`src/rtl/mmio_pkg.sv`:
```
// -----------------------------------------------------------------------------
// mmio_pkg
//   Shared constants for the mmio_port block.
//   - CPU register addresses (cpu_addr is a single bit).
//   - Bit positions and field widths inside the STATUS register.
//   - Helper that narrows a FIFO occupancy count into an 8-bit STATUS field.
// -----------------------------------------------------------------------------
package mmio_pkg;

    // Register map (cpu_addr is one bit wide)
    localparam logic ADDR_DATA   = 1'b0;
    localparam logic ADDR_STATUS = 1'b1;

    // STATUS register layout; every bit not listed here reads as zero
    localparam int ST_IN_NONEMPTY = 0;
    localparam int ST_OUT_FULL    = 1;
    localparam int ST_UNDERFLOW   = 2;
    localparam int ST_OVERFLOW    = 3;
    localparam int ST_IN_CNT_LSB  = 8;
    localparam int ST_OUT_CNT_LSB = 16;
    localparam int ST_CNT_W       = 8;

    // Occupancy counts are log2(depth)+1 bits wide. They are zero-extended
    // (or truncated for very deep FIFOs) into the 8-bit STATUS field.
    function automatic logic [ST_CNT_W-1:0] cnt_field(input logic [31:0] cnt);
        return cnt[ST_CNT_W-1:0];
    endfunction

endpackage

```
`src/rtl/sync_fifo.sv`:
```
// -----------------------------------------------------------------------------
// sync_fifo
//   Single-clock FIFO with a combinational head and an occupancy counter.
//
//   Parameters
//     WIDTH   word width
//     DEPTH   depth in words (power of two, at least 2)
//
//   Ports
//     clk      rising-edge clock
//     rst      asynchronous active-low reset, empties the FIFO
//     push     write request; taken when not full, or when full and a pop
//              is taken in the same cycle (the freed slot is reused)
//     wr_data  word written on an accepted push
//     pop      read request; ignored while empty
//     rd_data  head word, forced to 0 while empty
//     full     count == DEPTH
//     empty    count == 0
//     count    occupancy, log2(DEPTH)+1 bits
//
//   Handshake: a push (pop) happens on a rising edge when the request is high
//   and the FIFO can take (supply) a word; a request that cannot be honoured
//   is simply not performed, it is never queued for a later cycle.
// -----------------------------------------------------------------------------
module sync_fifo #(
    parameter int WIDTH = 32,
    parameter int DEPTH = 4
) (
    input  logic                     clk,
    input  logic                     rst,
    input  logic                     push,
    input  logic [WIDTH-1:0]         wr_data,
    input  logic                     pop,
    output logic [WIDTH-1:0]         rd_data,
    output logic                     full,
    output logic                     empty,
    output logic [$clog2(DEPTH):0]   count
);

    localparam int AW = $clog2(DEPTH);
    localparam int CW = AW + 1;

    logic [WIDTH-1:0] mem [DEPTH];
    logic [AW-1:0]    wr_ptr;
    logic [AW-1:0]    rd_ptr;
    logic             do_push;
    logic             do_pop;

    assign full    = (count == CW'(DEPTH));
    assign empty   = (count == '0);
    assign do_pop  = pop && !empty;
    assign do_push = push && (!full || do_pop);

    // Head is masked so an empty FIFO presents 0 rather than stale storage.
    assign rd_data = empty ? '0 : mem[rd_ptr];

    // Storage carries no reset; the pointers and count define what is valid.
    always_ff @(posedge clk) begin
        if (do_push) begin
            mem[wr_ptr] <= wr_data;
        end
    end

    // Pointers are exactly AW bits, so incrementing wraps modulo DEPTH.
    always_ff @(posedge clk or negedge rst) begin
        if (!rst) begin
            wr_ptr <= '0;
            rd_ptr <= '0;
            count  <= '0;
        end else begin
            if (do_push) begin
                wr_ptr <= wr_ptr + AW'(1);
            end
            if (do_pop) begin
                rd_ptr <= rd_ptr + AW'(1);
            end
            case ({do_push, do_pop})
                2'b10:   count <= count + CW'(1);
                2'b01:   count <= count - CW'(1);
                default: count <= count;
            endcase
        end
    end

endmodule

```
`src/rtl/mmio_port.sv`:
```
// -----------------------------------------------------------------------------
// mmio_port
//   Memory-mapped port between a CPU and two external streams. An input FIFO
//   buffers words from an external source for the CPU to read; an output FIFO
//   buffers CPU-written words for an external sink.
//
//   Parameters
//     WIDTH      data word width (STATUS fields need WIDTH >= 24)
//     IN_DEPTH   input FIFO depth (power of two, at least 2)
//     OUT_DEPTH  output FIFO depth (power of two, at least 2)
//
//   Ports
//     clk          rising-edge clock
//     rst          asynchronous active-low reset
//     in_data      external input word
//     in_valid     external source offers in_data
//     in_accept    input FIFO can take a word (= !in_full)
//     cpu_addr     0 = DATA, 1 = STATUS
//     cpu_rd_en    CPU read strobe (wins over cpu_wr_en)
//     cpu_wr_en    CPU write strobe
//     cpu_wr_data  CPU write word
//     cpu_rd_data  combinational read result, 0 when not reading
//     out_data     output FIFO head (0 when empty)
//     out_valid    output FIFO non-empty
//     out_ack      external sink consumes out_data
//     irq          only with MMIO_PORT_IRQ_EN defined: registered
//                  (input non-empty | UNDERFLOW | OVERFLOW)
//
//   Handshake: both external streams use valid/ready semantics. A word moves
//   on a rising edge exactly when the offering side's valid (in_valid,
//   out_valid) and the receiving side's ready (in_accept, out_ack) are both
//   high; neither side may make the transfer depend on a later cycle.
//
//   Register behaviour
//     DATA read    returns input head and pops it; if empty returns 0, no pop,
//                  sets sticky UNDERFLOW.
//     DATA write   pushes to the output FIFO; if full (and not popped by the
//                  sink in the same cycle) the word is dropped and sticky
//                  OVERFLOW is set.
//     STATUS read  returns flags and occupancies, clears the sticky bits.
//     STATUS write ignored.
// -----------------------------------------------------------------------------
module mmio_port
    import mmio_pkg::*;
#(
    parameter int WIDTH     = 32,
    parameter int IN_DEPTH  = 4,
    parameter int OUT_DEPTH = 4
) (
    input  logic             clk,
    input  logic             rst,
    input  logic [WIDTH-1:0] in_data,
    input  logic             in_valid,
    output logic             in_accept,
    input  logic             cpu_addr,
    input  logic             cpu_rd_en,
    input  logic             cpu_wr_en,
    input  logic [WIDTH-1:0] cpu_wr_data,
    output logic [WIDTH-1:0] cpu_rd_data,
    output logic [WIDTH-1:0] out_data,
    output logic             out_valid,
    input  logic             out_ack
`ifdef MMIO_PORT_IRQ_EN
    ,
    output logic             irq
`endif
);

    localparam int ICW = $clog2(IN_DEPTH) + 1;
    localparam int OCW = $clog2(OUT_DEPTH) + 1;

    // FIFO status
    logic [WIDTH-1:0] in_head;
    logic             in_full;
    logic             in_empty;
    logic [ICW-1:0]   in_count;
    logic             out_full;
    logic             out_empty;
    logic [OCW-1:0]   out_count;

    // Decoded CPU access
    logic             rd_data_sel;
    logic             rd_status_sel;
    logic             wr_data_sel;

    // FIFO controls and error events
    logic             in_push;
    logic             in_pop;
    logic             out_push;
    logic             out_pop;
    logic             underflow_evt;
    logic             overflow_evt;

    // Sticky error flags
    logic             underflow;
    logic             overflow;

    logic [WIDTH-1:0] status_word;

    // ---------------------------------------------------------------------
    // Access decode. A read and a write in the same cycle is a read; the
    // write is dropped entirely. STATUS writes decode to nothing.
    // ---------------------------------------------------------------------
    assign rd_data_sel   = cpu_rd_en && (cpu_addr == ADDR_DATA);
    assign rd_status_sel = cpu_rd_en && (cpu_addr == ADDR_STATUS);
    assign wr_data_sel   = cpu_wr_en && !cpu_rd_en && (cpu_addr == ADDR_DATA);

    // ---------------------------------------------------------------------
    // Input direction. in_accept depends only on the full flag, so a CPU
    // pop from a full FIFO does not open a slot until the following cycle.
    // ---------------------------------------------------------------------
    assign in_accept     = !in_full;
    assign in_push       = in_valid && in_accept;
    assign in_pop        = rd_data_sel && !in_empty;
    assign underflow_evt = rd_data_sel && in_empty;

    // ---------------------------------------------------------------------
    // Output direction. A CPU write into a full FIFO still succeeds if the
    // sink pops in the same cycle; only a genuinely dropped word overflows.
    // ---------------------------------------------------------------------
    assign out_valid    = !out_empty;
    assign out_pop      = out_ack && !out_empty;
    assign out_push     = wr_data_sel && (!out_full || out_pop);
    assign overflow_evt = wr_data_sel && out_full && !out_pop;

    sync_fifo #(
        .WIDTH (WIDTH),
        .DEPTH (IN_DEPTH)
    ) u_in_fifo (
        .clk     (clk),
        .rst     (rst),
        .push    (in_push),
        .wr_data (in_data),
        .pop     (in_pop),
        .rd_data (in_head),
        .full    (in_full),
        .empty   (in_empty),
        .count   (in_count)
    );

    sync_fifo #(
        .WIDTH (WIDTH),
        .DEPTH (OUT_DEPTH)
    ) u_out_fifo (
        .clk     (clk),
        .rst     (rst),
        .push    (out_push),
        .wr_data (cpu_wr_data),
        .pop     (out_pop),
        .rd_data (out_data),
        .full    (out_full),
        .empty   (out_empty),
        .count   (out_count)
    );

    // ---------------------------------------------------------------------
    // STATUS word
    // ---------------------------------------------------------------------
    always_comb begin
        status_word                                 = '0;
        status_word[ST_IN_NONEMPTY]                 = !in_empty;
        status_word[ST_OUT_FULL]                    = out_full;
        status_word[ST_UNDERFLOW]                   = underflow;
        status_word[ST_OVERFLOW]                    = overflow;
        status_word[ST_IN_CNT_LSB +: ST_CNT_W]      = cnt_field(32'(in_count));
        status_word[ST_OUT_CNT_LSB +: ST_CNT_W]     = cnt_field(32'(out_count));
    end

    // Read mux; in_head is already 0 while the input FIFO is empty.
    always_comb begin
        cpu_rd_data = '0;
        if (rd_data_sel) begin
            cpu_rd_data = in_head;
        end else if (rd_status_sel) begin
            cpu_rd_data = status_word;
        end
    end

    // ---------------------------------------------------------------------
    // Sticky flags: a new event in the same cycle as a STATUS read wins, so
    // an error is never lost between the read and the clear.
    // ---------------------------------------------------------------------
    always_ff @(posedge clk or negedge rst) begin
        if (!rst) begin
            underflow <= 1'b0;
            overflow  <= 1'b0;
        end else begin
            if (underflow_evt) begin
                underflow <= 1'b1;
            end else if (rd_status_sel) begin
                underflow <= 1'b0;
            end
            if (overflow_evt) begin
                overflow <= 1'b1;
            end else if (rd_status_sel) begin
                overflow <= 1'b0;
            end
        end
    end

`ifdef MMIO_PORT_IRQ_EN
    // Registered interrupt, one cycle behind the state it summarises.
    always_ff @(posedge clk or negedge rst) begin
        if (!rst) begin
            irq <= 1'b0;
        end else begin
            irq <= !in_empty || underflow || overflow;
        end
    end
`endif

endmodule
```
`config.mk`:
```
export PLATFORM = sky130hd
export DESIGN_NAME = mmio_port
export DESIGN_NICKNAME = d
export VERILOG_FILES = /design/src/rtl/mmio_pkg.sv /design/src/rtl/sync_fifo.sv /design/src/rtl/mmio_port.sv
export SDC_FILE = /design/constraint.sdc
export NUM_CORES = 1
export LEC_CHECK = 0
export ABC_AREA = 1
export BUFFER_PORTS_ARGS = -buffer_cell sky130_fd_sc_hd__buf_2
export CAP_MARGIN = 20
export CORE_MARGIN = 5
export CORE_UTILIZATION = 35
export DETAILED_ROUTE_END_ITERATION = 12
export HOLD_SLACK_MARGIN = 0.06
export MAX_ROUTING_LAYER = met4
export PLACE_DENSITY = 0.64
export SKIP_LAST_GASP = 1
export SLEW_MARGIN = 40
export SYNTH_ARGS = -nofsm -noshare
export SYNTH_HDL_FRONTEND = slang
export SYNTH_SLANG_ARGS = --single-unit
```
`constraint.sdc`:
```
create_clock -name clk -period 3.1 [get_ports clk]
set_clock_uncertainty 0.2 [all_clocks]
set_input_delay 0.31 -clock clk [delete_from_list [all_inputs] [get_ports clk]]
set_output_delay 0.31 -clock clk [all_outputs]
set_load 0.1 [all_outputs]
```
======== Yosys cells after proc, flatten, opt, wreduce, memory -nomap -nowiden ========
Memory sizes are Yosys's and may differ from the RTL's.
Index checks and enable logic that the tools add are counted.
word-level totals
  bits in latches ......................... 0
  output and inout bits ................... 66
  ROM bits ................................ 0
  input bits .............................. 71
  logic and storage cells ................. 68
  memories kept ........................... 2
  register bits after elaboration ......... 16
  bits in writable memories ............... 256
memories
  name            depth  bits a word  read ports  clocked after memory_dff  wr ports  line             text
  u_in_fifo.mem   4      32           1           0                         1         sync_fifo.sv:43  logic [WIDTH-1:0] mem [DEPTH];
  u_out_fifo.mem  4      32           1           0                         1         sync_fifo.sv:43
cells by class
  eq/ne operators ......................... 6
  multiplexer cells ....................... 13
  $add $sub $neg .......................... 8
  div/mod/pow operators ................... 0
  reduce and logical (&&, ||, !) cells .... 30
  $lt $le $gt $ge ......................... 0
  shift operators ......................... 0
  multiply operators ...................... 0
  bitwise operators ....................... 1
operator list
  cell                 count
  $mux 32              3
  $mux 19              1
  $logic_and 1x1->1    15
  $pmux 3 s2           2
  $add 2x1->2 const B  4
  $reduce_bool 2->1    4
  $mux 1               7
  $add 3x1->3 const B  2
  $eq 3x3->1 const B   2
  $logic_not 1->1      6
  $logic_not 3->1      2
  $sub 3x1->3 const B  2
  $eq 2x1->1 const B   2
  $eq 2x2->1 const B   2
  $logic_or 1x1->1     3
  $not 1->1            1

======== Depth between registers and ports, before layout ========
Gate-level depths: netlist of the first run.
  depth in word-level cells ............... 8
  mapped depth ............................ 12

======== Modules after synthesis ========
Synthesis of the first run repeated with hierarchy kept, for this count alone.
second synthesis, totals
  cell total of the unflattened synthesis .. 969
  area, all modules ....................... 11344.6 um^2
modules (own cells, without submodules)
  module     cells each  area each (um^2)  instances
  sync_fifo  433         5406.4            2
  mmio_port  103         531.8             1

======== Worst setup path before layout of the first run ========
Ideal clock, no wire load.
  path kind ............................... reg-to-output
  start point ............................. register u_out_fifo.count[0]
  end point ............................... output port out_data[0]
  stages on the path, launching flop included .. 6
  setup slack ............................. -0.433 ns
  arrival ................................. 3.023 ns
  cell sequence ........................... dfrtp_1 -> nor2_1 -> nand2_1 -> inv_1 -> buf_2 -> a21oi_1
on the way
  cells in the longest elaborated chain, start to end .. 2
RTL lines
  item                      line             text
  start: declaration        sync_fifo.sv:37  output logic [$clog2(DEPTH):0] count
  start signal: assignment  sync_fifo.sv:78  2'b10: count <= count + CW'(1);
  start signal: assignment  sync_fifo.sv:79  2'b01: count <= count - CW'(1);
  start signal: assignment  sync_fifo.sv:80  default: count <= count;
  $logic_not 3->1           sync_fifo.sv:50  assign empty = (count == '0);
  $mux 32                   sync_fifo.sv:55  assign rd_data = empty ? '0 : mem[rd_ptr];
  end: declaration          mmio_port.sv:60  output logic [WIDTH-1:0] out_data,
Every way passes these cells.

======== Worst setup path after layout of the first run ========
  start point ............................. register u_out_fifo.rd_ptr[0]
  end point ............................... output port out_data[20]
on the way
  cells in the longest elaborated chain, start to end .. 2
RTL lines
  item                      line             text
  start: declaration        sync_fifo.sv:45  logic [AW-1:0] rd_ptr;
  start signal: assignment  sync_fifo.sv:75  rd_ptr <= rd_ptr + AW'(1);
  $mem_v2 4x32              --
  $mux 32                   sync_fifo.sv:55
Every way passes these cells.

==> impl_metrics.prom, run 1 <==
# TYPE chip_impl_metric gauge
chip_impl_info{name="outcome",value="finished, final reports clean"} 1
chip_impl_metric{name="vias",unit=""} 7374
chip_impl_metric{name="post_route_cells_drive_above_1_share",unit="%"} 18.4
chip_impl_metric{name="cts-buffers-inserted",unit=""} 29
chip_impl_metric{name="final.setup.tns",unit="ns"} 0
chip_impl_metric{name="netSwitchingFraction",unit="%"} 45.6
chip_impl_metric{name="detail_route.wl_per_cell",unit="µm"} 15.3
chip_impl_metric{name="worst_ir_drop_on_vdd",unit="µV"} 840
chip_impl_metric{name="maximum_number_of_pins_on_one_net_before_global_route_repair",unit=""} 66
chip_impl_info{name="worstSetupEndpointType",value="output port"} 1
chip_impl_metric{name="number_of_warning_messages_in_the_yosys_log",unit=""} 0
chip_impl_info{name="critical_path.most_common_cell",value="nor2_1"} 1
chip_impl_metric{name="maxClockFrequency",unit="GHz"} 0.345
chip_impl_info{name="timing.hold.worst.class",value="input pin to async pin"} 1
chip_impl_metric{name="comb_power_share",unit="%"} 51.2
chip_impl_info{name="most_area_consuming_cells_after_synthesis",value="edfxtp_1 (69%), nand2_1 (10%), nor2_1 (4.1%), dfrtp_1 (3.6%), a21oi_1 (2.5%)"} 1
chip_impl_info{name="tritoncts",value="built"} 1
chip_impl_metric{name="power.switching",unit="W"} 0.00736
chip_impl_info{name="critPathKind",value="flop to output port"} 1
chip_impl_metric{name="share_of_the_clock_period_used_by_the_worst_path_after_layout",unit="%"} 93.5
chip_impl_metric{name="synthesized_area_divided_by_synthesized_cell_count",unit="µm²"} 11.8
chip_impl_metric{name="final_critical_path_setup_slack",unit="ns"} 0.203
chip_impl_info{name="sequence_of_cells_on_the_critical_path",value="buf_4 -> nor2_1 -> nor2_1 -> o21ai_0 -> a21oi_1 -> buf_12"} 1
chip_impl_metric{name="route.antenna.remaining_nets",unit=""} 0
chip_impl_metric{name="synthesis.area",unit="mm²"} 0.0111
chip_impl_metric{name="r2r_cells",unit=""} 9
chip_impl_metric{name="synth_cell_types",unit=""} 24
chip_impl_metric{name="ctsHtreeMaxLevel",unit=""} 1
chip_impl_metric{name="dp_hpwl",unit="µm"} 14500
chip_impl_info{name="crit_path_end",value="out_data[20]"} 1
chip_impl_metric{name="synth_enable_flop_cells",unit=""} 256
chip_impl_metric{name="overall_die_width",unit="µm"} 188
chip_impl_metric{name="syn_inst",unit=""} 942
chip_impl_info{name="synth_largest_area_cell",value="edfxtp_1"} 1
chip_impl_info{name="clock-root-buffer",value="clkbuf_16"} 1
chip_impl_metric{name="worst-path-stages",unit=""} 6
chip_impl_metric{name="clkPwrFrac",unit="%"} 19.4
chip_impl_metric{name="clock_latency",unit="ns"} 0.54
chip_impl_info{name="worstReg2RegStart",value="u_in_fifo.count[0]$_DFFE_PN0P_"} 1
chip_impl_metric{name="place_worst_setup_slack",unit="ns"} 0.690
chip_impl_metric{name="synth-seq-area-share",unit="%"} 73.1
chip_impl_metric{name="max_capacitance_violation_count",unit=""} 0
chip_impl_metric{name="static-leakage-power",unit="nW"} 5.66
chip_impl_metric{name="first_pass_iteration_count_of_the_detailed_router",unit=""} 4
chip_impl_metric{name="drt_wl_total",unit="µm"} 24300
chip_impl_metric{name="p_per_area",unit="mW/mm²"} 1110
chip_impl_info{name="synth-main-ff-cell",value="edfxtp_1"} 1
chip_impl_metric{name="syn-num-nets",unit=""} 1025
chip_impl_info{name="yosys.cell_count.top_type",value="nand2_1"} 1
chip_impl_metric{name="global_route.usage.total",unit="%"} 13.9
chip_impl_metric{name="core_region_area",unit="mm²"} 0.0314
chip_impl_metric{name="async_reset_ff_share",unit="%"} 5.88
chip_impl_info{name="grt_setup_unrepaired",value="no"} 1
chip_impl_info{name="crit-reg2reg-capture",value="u_in_fifo.count[2]$_DFFE_PN0P_"} 1
chip_impl_metric{name="slew_violations",unit=""} 0
chip_impl_info{name="worst_setup_path_start_kind",value="flop"} 1
chip_impl_metric{name="effective_utilization_at_floorplan",unit="%"} 35.3
chip_impl_metric{name="buffer_ports.inserted",unit=""} 136
chip_impl_metric{name="drcViolationCount",unit=""} 0
chip_impl_metric{name="post-synth-top-area-fraction",unit="%"} 69.4
chip_impl_metric{name="timing.slew.headroom",unit="%"} 51.8
chip_impl_metric{name="cts_buffer_depth",unit=""} 3
chip_impl_metric{name="max_stage_delay",unit="ns"} 0.58
chip_impl_info{name="ys_top_cells_by_count",value="nand2_1 (298), edfxtp_1 (256), nor2_1 (120)"} 1
chip_impl_metric{name="path_clk_slew",unit="ns"} 0.06
chip_impl_metric{name="worst-r2r-setup-slack",unit="ns"} 0.81
chip_impl_metric{name="postCtsSetupRepairBufs",unit=""} 0
chip_impl_metric{name="power_report.internal_total",unit="W"} 0.00879
chip_impl_metric{name="placement_rows",unit=""} 65
chip_impl_metric{name="boundaryPins",unit=""} 137
chip_impl_metric{name="critical_path_peak_fanout",unit=""} 65
chip_impl_metric{name="share_seq_of_total_power",unit="%"} 29.3
chip_impl_metric{name="ys_seq_elements",unit=""} 272
chip_impl_metric{name="worstPathBufferInverterCount",unit=""} 2
chip_impl_metric{name="number_of_antenna_violations_at_the_first_check_in_global_routing",unit=""} 0
chip_impl_metric{name="layout.filler_cells",unit=""} 2771
chip_impl_metric{name="routed_via_density",unit=""} 4.65
chip_impl_metric{name="globalplace.congestion",unit=""} 0.779
chip_impl_metric{name="report.power.total",unit="W"} 0.0161
chip_impl_metric{name="via_count_of_the_first_global_routing_pass",unit=""} 7380
chip_impl_metric{name="required_worst_endpoint",unit="ns"} 2.59
chip_impl_info{name="cpMaxStageDelayCell",value="buf_4"} 1
chip_impl_metric{name="period_needed",unit="ns"} 2.90
chip_impl_metric{name="global_route.overflow_total",unit=""} 0
chip_impl_info{name="worst_path_dominant_cell_family",value="buffers and inverters"} 1
chip_impl_metric{name="slew_of_the_pin_with_the_lowest_slew_margin",unit="ns"} 0.723
chip_impl_metric{name="flow.area_growth_from_synthesis",unit="%"} 31.2
chip_impl_metric{name="final_net_count",unit=""} 1244
chip_impl_metric{name="worstPathArrival",unit="ns"} 2.39
chip_impl_metric{name="die_h",unit="µm"} 188
chip_impl_metric{name="drt_iter0_markers",unit=""} 331
chip_impl_metric{name="design.die.area",unit="mm²"} 0.0353
chip_impl_metric{name="clock_sink_count",unit=""} 272
chip_impl_metric{name="finalCoreUtilization",unit="%"} 46.3
chip_impl_metric{name="final_hold_viol_count",unit=""} 0
chip_impl_info{name="worstSetupStartpoint",value="u_out_fifo.rd_ptr[0]$_DFFE_PN0P_"} 1
chip_impl_metric{name="insertedDiodeCount",unit=""} 0
chip_impl_metric{name="grt_first_pass_wirelength",unit="µm"} 39000
chip_impl_metric{name="finalSetupViolCount",unit=""} 0
[cells by family after synthesis]
logic type,count (synthesis),synth area share [%]
simple gates,456,16.0
xor+xnor,9,0.712
compound gates,115,5.23
buf+inv,78,3.55
fa+ha+maj,12,1.49
flops,272,73.1
[flip-flops by register name, indices dropped and copies added, names as in the netlist]
| register | cells |
|---|---|
| u_in_fifo.mem | 128 |
| u_out_fifo.count | 3 |
| u_in_fifo.wr_ptr | 2 |
| underflow | 1 |
| u_in_fifo.rd_ptr | 2 |
| overflow | 1 |
| u_in_fifo.count | 3 |
| u_out_fifo.mem | 128 |
| u_out_fifo.rd_ptr | 2 |
| u_out_fifo.wr_ptr | 2 |
[cell usage in the layout, fill, tap and decap left out]
cell	n
dfrtp_1	14
nor2_1	112
clkinv_2	5
clkinv_4	1
buf_6	1
a21oi_1	56
buf_2	99
buf_12	47
clkbuf_16	29
dlygate4sd3_1	73
nor3_1	1
xor2_1	5
nand2_1	298
clkbuf_1	5
edfxtp_1	256
buf_4	13
inv_6	1
o2bb2ai_1	1
nand3b_1	2
nand2_2	2
clkinv_1	9
o21ai_1	24
xnor2_1	4
o21ai_0	34
clkinvlp_4	4
bufinv_16	1
fa_1	2
nor2_4	8
inv_1	27
ha_1	10
dfrtp_2	2
nand3_1	33
inv_2	5
[power groups by stage]
stage	clock network [W]	logic, W	registers, W
2_1_floorplan	0	0.00569	0.00479
3_3_place_gp	0	0.00819	0.00480
3_5_place_dp	0	0.00824	0.00481
4_1_cts	0.00325	0.00834	0.00474
5_1_grt	0.00340	0.00879	0.00478
6_report	0.00314	0.00827	0.00474
[worst min-delay path by stage]
stage	endpoint	slack, ns	cells past startpoint
finish	u_in_fifo.count[2]$_DFFE_PN0P_	0.09	2
global route	u_in_fifo.count[2]$_DFFE_PN0P_	0.09	2
CTS	underflow$_DFFE_PN0P_	0.07	2
detailed placement	u_out_fifo.rd_ptr[1]$_DFFE_PN0P_	0.09	1
global placement	u_out_fifo.rd_ptr[1]$_DFFE_PN0P_	0.08	1
floorplan	overflow$_DFFE_PN0P_	-0.19	0
[per-layer routing]
metal | vias to the layer above | track usage [%] | wire length, µm | part of all wire, %
met1 | 3490 | 17.5 | 10600 | 43
met5 | - | - | 0 | 0
met4 | 0 | 2.88 | 499 | 2.1
met2 | 204 | 23.7 | 11900 | 49
met3 | 38 | 2.46 | 1300 | 5.4
li1 | 3642 | - | - | -
[per-stage QoR]
stage,instance area (µm²),hold slack (ns),std cells
final,14500,0.0861,1586
after global routing,14500,0.0909,1586
after CTS,14500,0.0681,1586
after detailed placement,12900,0.0904,1459
after global placement,12900,0.0802,1459
after floorplan,11100,-0.186,942
[what timing repair did]
action                                 CTS  global route
setup endpoints to repair                0             5
gates resized for setup                  0             1
hold buffers                            73             0
endpoints found under the hold margin  278             0
[final cells by class]
cell class | count | area [µm²] | area share (%)
Clock buffer | 34 | 744 | 5.13
Clock inverter | 20 | 133 | 0.913
Inverter | 33 | 124 | 0.853
Multi-Input combinational cell | 592 | 2650 | 18.3
Sequential cell | 272 | 8090 | 55.7
Tap cell | 402 | 503 | 3.46
Timing Repair Buffer | 233 | 2280 | 15.7
(Power assumes the default switching activity.)
==> run 2: changes to the inputs <==
Settings changed: ABC_AREA 1 to default.
==> run 2 against run 1 <==
Via count down 28%; first-iteration DRC count down 4.5%; hold slack better by 0.023 ns; clock power up 3%; critical path type unchanged; highest routed layer unchanged; wire length down 12%.
==> impl_metrics.prom, run 2 <==
# TYPE chip_impl_metric gauge
chip_impl_metric{name="async_reset_ff_share",unit="%"} 5.88
chip_impl_metric{name="slew_violations",unit=""} 0
chip_impl_metric{name="timing.slew.headroom",unit="%"} 65.0
chip_impl_metric{name="final_net_count",unit=""} 807
chip_impl_metric{name="flow.area_growth_from_synthesis",unit="%"} 28.3
chip_impl_metric{name="report.power.total",unit="W"} 0.0143
chip_impl_metric{name="boundaryPins",unit=""} 137
chip_impl_metric{name="path_clk_slew",unit="ns"} 0.06
chip_impl_metric{name="period_needed",unit="ns"} 2.89
chip_impl_info{name="worstHoldStart",value="cpu_wr_en"} 1
chip_impl_info{name="ys_top_cells_by_count",value="edfxtp_1 (256), mux4_2 (64), and2_1 (60)"} 1
chip_impl_metric{name="ys_seq_elements",unit=""} 272
chip_impl_metric{name="cts_buffer_depth",unit=""} 3
chip_impl_info{name="worstReg2RegStart",value="u_in_fifo.count[0]$_DFFE_PN0P_"} 1
chip_impl_metric{name="buffer_ports.inserted",unit=""} 136
chip_impl_metric{name="vias",unit=""} 5322
chip_impl_metric{name="number_of_warning_messages_in_the_yosys_log",unit=""} 0
chip_impl_metric{name="final_critical_path_setup_slack",unit="ns"} 0.211
chip_impl_info{name="yosys.cell_count.top_type",value="edfxtp_1"} 1
chip_impl_info{name="synth-main-ff-cell",value="edfxtp_1"} 1
chip_impl_info{name="worst_hold_path.endpoint",value="overflow$_DFFE_PN0P_"} 1
chip_impl_info{name="timing.hold.worst.class",value="input pin to flop"} 1
chip_impl_metric{name="number_of_antenna_violations_at_the_first_check_in_global_routing",unit=""} 0
chip_impl_metric{name="synth_enable_flop_cells",unit=""} 256
chip_impl_metric{name="cts-buffers-inserted",unit=""} 29
chip_impl_metric{name="grt_first_pass_wirelength",unit="µm"} 33200
chip_impl_metric{name="required_worst_endpoint",unit="ns"} 2.59
chip_impl_metric{name="clock_latency",unit="ns"} 0.52
chip_impl_metric{name="finalSetupViolCount",unit=""} 0
chip_impl_metric{name="place_worst_setup_slack",unit="ns"} 0.656
chip_impl_metric{name="clock_sink_count",unit=""} 272
chip_impl_info{name="most_area_consuming_cells_after_synthesis",value="edfxtp_1 (72%), mux4_2 (14%), dfrtp_1 (3.8%), and2_1 (3.5%), ha_1 (1.2%)"} 1
chip_impl_metric{name="drt_iter0_markers",unit=""} 316
chip_impl_metric{name="global_route.overflow_total",unit=""} 0
chip_impl_metric{name="multiInputGateArea",unit="mm²"} 0.00238
chip_impl_metric{name="dp_hpwl",unit="µm"} 13100
chip_impl_metric{name="synthesis.area",unit="mm²"} 0.0107
chip_impl_metric{name="detail_route.wl_per_cell",unit="µm"} 18.7
chip_impl_info{name="clock-root-buffer",value="clkbuf_16"} 1
chip_impl_metric{name="insertedDiodeCount",unit=""} 0
chip_impl_info{name="crit-reg2reg-capture",value="u_in_fifo.count[2]$_DFFE_PN0P_"} 1
chip_impl_info{name="top_flop_regs",value="u_in_fifo.mem x128, u_out_fifo.mem x128"} 1
chip_impl_info{name="commonest_non_fill_non_tap_cell_in_the_layout",value="edfxtp_1"} 1
chip_impl_info{name="tritoncts",value="built"} 1
chip_impl_info{name="critPathKind",value="flop to output port"} 1
chip_impl_metric{name="area.sequential",unit="mm²"} 0.00809
chip_impl_info{name="worstSetupEndpointType",value="output port"} 1
chip_impl_metric{name="synth-seq-area-share",unit="%"} 75.9
chip_impl_metric{name="met3_usage",unit="%"} 2.64
chip_impl_metric{name="global_route.usage.met1",unit="%"} 17.2
chip_impl_metric{name="postCtsSetupRepairBufs",unit=""} 0
chip_impl_metric{name="layout.filler_cells",unit=""} 2581
chip_impl_metric{name="critical_path_peak_fanout",unit=""} 25
chip_impl_metric{name="grt.met2_usage",unit="%"} 20.7
chip_impl_metric{name="static-leakage-power",unit="nW"} 4.86
chip_impl_metric{name="final_hold_viol_count",unit=""} 0
chip_impl_metric{name="global_route.usage.total",unit="%"} 12.8
chip_impl_metric{name="drcViolationCount",unit=""} 0
chip_impl_info{name="synth_largest_area_cell",value="edfxtp_1"} 1
chip_impl_info{name="outcome",value="finished, final reports clean"} 1
chip_impl_metric{name="finalCoreUtilization",unit="%"} 45.1
chip_impl_metric{name="ctsHtreeMaxLevel",unit=""} 1
chip_impl_metric{name="worst_ir_drop_on_vdd",unit="µV"} 734
chip_impl_metric{name="slew_of_the_pin_with_the_lowest_slew_margin",unit="ns"} 0.524
chip_impl_metric{name="route.antenna.remaining_nets",unit=""} 0
chip_impl_metric{name="p_per_area",unit="mW/mm²"} 1050
chip_impl_metric{name="die_h",unit="µm"} 185
chip_impl_metric{name="cts_resized",unit=""} 0
chip_impl_metric{name="share_of_the_clock_period_used_by_the_worst_path_after_layout",unit="%"} 93.2
chip_impl_info{name="worst_setup_path_start_kind",value="flop"} 1
chip_impl_metric{name="post_route_cells_drive_above_1_share",unit="%"} 36.3
chip_impl_metric{name="post-synth-top-area-fraction",unit="%"} 72.1
chip_impl_metric{name="effective_utilization_at_floorplan",unit="%"} 35.1
chip_impl_metric{name="first_pass_iteration_count_of_the_detailed_router",unit=""} 4
chip_impl_metric{name="worstPathArrival",unit="ns"} 2.38
chip_impl_info{name="globalRoute.busiestLayer",value="met2"} 1
chip_impl_metric{name="drt_wl_total",unit="µm"} 21300
chip_impl_metric{name="synthesized_area_divided_by_synthesized_cell_count",unit="µm²"} 21.6
chip_impl_metric{name="design.die.area",unit="mm²"} 0.0341
chip_impl_metric{name="placement_rows",unit=""} 64
chip_impl_info{name="final_cell_mix",value="edfxtp_1 (256), buf_2 (125), dlygate4sd3_1 (69)"} 1
chip_impl_metric{name="overall_die_width",unit="µm"} 185
chip_impl_metric{name="routed_via_density",unit=""} 4.68
chip_impl_metric{name="worst-r2r-setup-slack",unit="ns"} 0.64
chip_impl_metric{name="final.setup.tns",unit="ns"} 0
chip_impl_metric{name="post_cts_hold_buffer_count",unit=""} 69
chip_impl_metric{name="syn_inst",unit=""} 494
chip_impl_metric{name="globalplace.congestion",unit=""} 0.689
chip_impl_info{name="grt_setup_unrepaired",value="no"} 1
chip_impl_metric{name="r2r_cells",unit=""} 9
chip_impl_metric{name="synth_cell_types",unit=""} 36
chip_impl_metric{name="maxClockFrequency",unit="GHz"} 0.346
chip_impl_metric{name="whs_path_depth",unit=""} 4
chip_impl_metric{name="via_count_of_the_first_global_routing_pass",unit=""} 5782
chip_impl_metric{name="core_region_area",unit="mm²"} 0.0303
chip_impl_metric{name="max_capacitance_violation_count",unit=""} 0
chip_impl_metric{name="maximum_number_of_pins_on_one_net_before_global_route_repair",unit=""} 35
chip_impl_metric{name="syn-num-nets",unit=""} 577
run 2: logic make-up after synthesis:
group | Yosys count | synth area share [%]
xor+xnor | 12 | 0.986
flops | 272 | 75.9
fa+ha+maj | 12 | 1.55
mux | 67 | 13.9
compound gates | 13 | 0.997
buf+inv | 37 | 1.92
simple gates | 81 | 4.83
run 2: layout make-up:
type,instances,area share [%]
clock buffer,33,5.41
clock inverter,16,1.10
inverter,13,0.357
multi-input combinational,185,17.4
sequential,272,59.1
tap,396,3.62
timing repair buffer,223,13.0
run 2: per-layer routing:
metal  up-vias  routed length [µm]
met2       186               10200
li1       2432                   -
met3        37                1490
met4         0                 366
met1      2667                9200
met5         -                   0
run 2: report_power, final:
| part | internal, W | switching (W) | total (W) | leakage, nW |
|---|---|---|---|---|
| Sequential | 0.00460 | 0.000289 | 0.00489 | 2.52 |
| Combinational | 0.00183 | 0.00438 | 0.00622 | 1.90 |
| Clock | 0.00194 | 0.00130 | 0.00324 | 0.440 |
run 2: stage by stage:
step	hold slack (ns)	cells	instance area, µm²
floorplan	-0.186	494	10700
global placement	0.0802	1020	12100
detailed placement	0.0821	1020	12100
CTS	0.0618	1138	13700
global route	0.0889	1138	13700
finish	0.109	1138	13700
run 2: worst max-delay path by stage:
stage | from | end | slack [ns]
after detailed placement | u_out_fifo.count[1]$_DFFE_PN0P_ | u_out_fifo.count[2]$_DFFE_PN0P_ | 0.66
after CTS | u_out_fifo.rd_ptr[0]$_DFFE_PN0P_ | out_data[24] | 0.14
after floorplan | u_out_fifo.count[0]$_DFFE_PN0P_ | out_data[11] | 0.03
after global placement | u_in_fifo.count[1]$_DFFE_PN0P_ | u_in_fifo.count[2]$_DFFE_PN0P_ | 0.66
after global routing | u_out_fifo.rd_ptr[0]$_DFFE_PN0P_ | out_data[24] | 0.08
final | u_out_fifo.rd_ptr[0]$_DFFE_PN0P_ | out_data[24] | 0.21
run 2: critical path, stage by stage (launching register included):
cell and delay (ns):
dfrtp_2 0.57, buf_12 0.28, mux4_2 0.53, and2_1 0.18, buf_2 0.29
==> run 3: changes to the inputs <==
Settings changed: CTS_BUF_LIST from default to sky130_fd_sc_hd__clkbuf_4.
==> run 3 against run 2 <==
Hold slack got worse by 0.050 ns; clock-buffer cell count rose by 69; non-clock buffer count up 4; maximum frequency decreased by 2.6%; cell count rose by 7.6%; setup slack worse by 0.077 ns; utilization increased by 0.16 points; first-iteration DRC count down 8.9%.
==> impl_metrics.prom, run 3 (synthesis gave the netlist of run 2 again) <==
# TYPE chip_impl_metric gauge
chip_impl_metric{name="global_route.usage.total",unit="%"} 13.5
chip_impl_metric{name="placement_rows",unit=""} 64
chip_impl_metric{name="worst_ir_drop_on_vdd",unit="µV"} 696
chip_impl_info{name="clock-root-buffer",value="clkbuf_4"} 1
chip_impl_info{name="tritoncts",value="built"} 1
chip_impl_metric{name="timing.slew.headroom",unit="%"} 64.5
chip_impl_info{name="cpMaxStageDelayCell",value="dfrtp_2"} 1
chip_impl_metric{name="vias",unit=""} 5635
chip_impl_metric{name="static-leakage-power",unit="nW"} 4.98
chip_impl_metric{name="slew_violations",unit=""} 0
chip_impl_metric{name="clock_sink_count",unit=""} 272
chip_impl_metric{name="drt_wl_total",unit="µm"} 21800
chip_impl_metric{name="final_hold_viol_count",unit=""} 0
chip_impl_metric{name="first_pass_iteration_count_of_the_detailed_router",unit=""} 5
chip_impl_info{name="sequence_of_cells_on_the_critical_path",value="buf_12 -> mux4_2 -> a22o_2 -> buf_2"} 1
chip_impl_info{name="critPathKind",value="flop to output port"} 1
chip_impl_metric{name="final_critical_path_setup_slack",unit="ns"} 0.135
chip_impl_info{name="final_cell_mix",value="edfxtp_1 (256), buf_2 (126), clkbuf_4 (102)"} 1
chip_impl_metric{name="p_per_area",unit="mW/mm²"} 1030
chip_impl_info{name="timing.hold.worst.class",value="input pin to async pin"} 1
chip_impl_metric{name="final_net_count",unit=""} 854
chip_impl_metric{name="max_capacitance_violation_count",unit=""} 0
chip_impl_metric{name="path_clk_slew",unit="ns"} 0.07
chip_impl_metric{name="place_worst_setup_slack",unit="ns"} 0.656
chip_impl_metric{name="finalSetupViolCount",unit=""} 0
chip_impl_metric{name="route.antenna.remaining_nets",unit=""} 0
chip_impl_metric{name="boundaryPins",unit=""} 137
chip_impl_metric{name="worst-path-stages",unit=""} 4
chip_impl_metric{name="effective_utilization_at_floorplan",unit="%"} 35.1
chip_impl_metric{name="max_stage_delay",unit="ns"} 0.55
chip_impl_info{name="grt_setup_unrepaired",value="no"} 1
chip_impl_metric{name="drt_iter0_markers",unit=""} 288
chip_impl_metric{name="period_needed",unit="ns"} 2.97
chip_impl_metric{name="cts-buffers-inserted",unit=""} 72
chip_impl_metric{name="worst-r2r-setup-slack",unit="ns"} 0.66
chip_impl_metric{name="clock_latency",unit="ns"} 0.66
chip_impl_info{name="commonest_non_fill_non_tap_cell_in_the_layout",value="edfxtp_1"} 1
chip_impl_metric{name="required_worst_endpoint",unit="ns"} 2.59
chip_impl_metric{name="r2r_cells",unit=""} 9
chip_impl_metric{name="overall_die_width",unit="µm"} 185
chip_impl_metric{name="insertedDiodeCount",unit=""} 0
chip_impl_metric{name="layoutNonFillerInstCount",unit=""} 1224
chip_impl_metric{name="drcViolationCount",unit=""} 0
chip_impl_metric{name="design.die.area",unit="mm²"} 0.0341
chip_impl_metric{name="ctsHtreeMaxLevel",unit=""} 3
chip_impl_info{name="worst_path_dominant_cell_family",value="flip-flops"} 1
chip_impl_metric{name="core_region_area",unit="mm²"} 0.0303
chip_impl_metric{name="final.setup.tns",unit="ns"} 0
chip_impl_metric{name="report.power.total",unit="W"} 0.0141
chip_impl_info{name="outcome",value="finished, final reports clean"} 1
chip_impl_metric{name="maxClockFrequency",unit="GHz"} 0.337
chip_impl_metric{name="die_h",unit="µm"} 185
chip_impl_metric{name="dp.cells",unit=""} 1020
chip_impl_metric{name="global_route.overflow_total",unit=""} 0
chip_impl_metric{name="cts_buffer_depth",unit=""} 3
chip_impl_metric{name="cts_resized",unit=""} 0
chip_impl_metric{name="dp_hpwl",unit="µm"} 13100
chip_impl_info{name="worstSetupEndpointType",value="output port"} 1
chip_impl_metric{name="slew_of_the_pin_with_the_lowest_slew_margin",unit="ns"} 0.533
chip_impl_metric{name="finalCoreUtilization",unit="%"} 45.3
chip_impl_metric{name="number_of_antenna_violations_at_the_first_check_in_global_routing",unit=""} 0
chip_impl_metric{name="routed_via_density",unit=""} 4.60
chip_impl_info{name="worst_setup_path_start_kind",value="flop"} 1
chip_impl_metric{name="grt_first_pass_wirelength",unit="µm"} 34500
chip_impl_metric{name="flow.area_growth_from_synthesis",unit="%"} 28.8
chip_impl_metric{name="buffer_ports.inserted",unit=""} 136
chip_impl_metric{name="worstPathBufferInverterCount",unit=""} 2
chip_impl_info{name="top_flop_regs",value="u_in_fifo.mem x128, u_out_fifo.mem x128"} 1
chip_impl_metric{name="globalplace.congestion",unit=""} 0.689
chip_impl_metric{name="critical_path_peak_fanout",unit=""} 15
chip_impl_metric{name="share_of_the_clock_period_used_by_the_worst_path_after_layout",unit="%"} 95.7
chip_impl_metric{name="post_route_cells_drive_above_1_share",unit="%"} 41.9
chip_impl_metric{name="worstPathArrival",unit="ns"} 2.46
chip_impl_metric{name="detail_route.wl_per_cell",unit="µm"} 17.8
chip_impl_metric{name="maximum_number_of_pins_on_one_net_before_global_route_repair",unit=""} 35
chip_impl_metric{name="via_count_of_the_first_global_routing_pass",unit=""} 6280
-- run 3: worst reg2reg max path, cell delays in order, from the launching register on --
cell and delay [ns]:
dfrtp_1 0.45, or3b_4 0.44, and2_4 0.19, inv_1 0.05, ha_1 0.17, inv_1 0.06, fa_1 0.37, xor2_1 0.17
nor2_1 0.12, xor2_1 0.15
-- run 3: per-layer routing --
layer	part of all wire (%)	vias to the layer above	routed length, µm	track usage [%]
met5	0	-	0	-
met4	1.7	0	361	4.47
met3	6.7	36	1460	3.89
li1	-	2574	-	-
met1	43	2819	9340	17.1
met2	49	206	10700	21.1
-- run 3: path summary, 6_finish.rpt --
path / start / to
worst max-delay path: u_in_fifo.rd_ptr[0]$_DFFE_PN0P_ / cpu_rd_data[10]
worst min-delay path: rst / u_out_fifo.count[2]$_DFFE_PN0P_
worst max register to register: u_in_fifo.count[0]$_DFFE_PN0P_ / u_in_fifo.count[2]$_DFFE_PN0P_
worst min register to register: u_in_fifo.count[2]$_DFFE_PN0P_ / u_in_fifo.count[2]$_DFFE_PN0P_
max in group asynchronous: rst / u_in_fifo.rd_ptr[0]$_DFFE_PN0P_
min in group clk: in_data[20] / u_in_fifo.mem[2][20]$_DFFE_PP_
-- run 3: per-stage QoR --
step	hold slack (ns)	cell area (µm²)
2_1_floorplan	-0.186	10700
3_5_place_dp	0.0821	12100
4_1_cts	0.0944	13700
3_3_place_gp	0.0802	12100
6_report	0.0586	13700
5_1_grt	0.0809	13700
-- run 3: cell type report --
cell class	instances	area (µm²)
Fill cell	2634	16600
Sequential cell	272	8090
Multi-Input combinational cell	185	2380
Tap cell	396	495
Clock buffer	102	766
Inverter	13	48.8
Clock inverter	29	143
Timing Repair Buffer	227	1820
-- run 3: timing repair --
| item | CTS | global route |
|---|---|---|
| hold buffers | 72 | 0 |
| endpoints found under the setup margin | 20 | 0 |
| buffers inserted | 1 | 0 |
| hold endpoints to repair | 283 | 0 |
-- run 3: power breakdown --
group | internal (W) | switching (W)
logic | 0.00185 | 0.00442
clock network | 0.00155 | 0.00144
registers | 0.00460 | 0.000258
total | 0.00800 | 0.00612
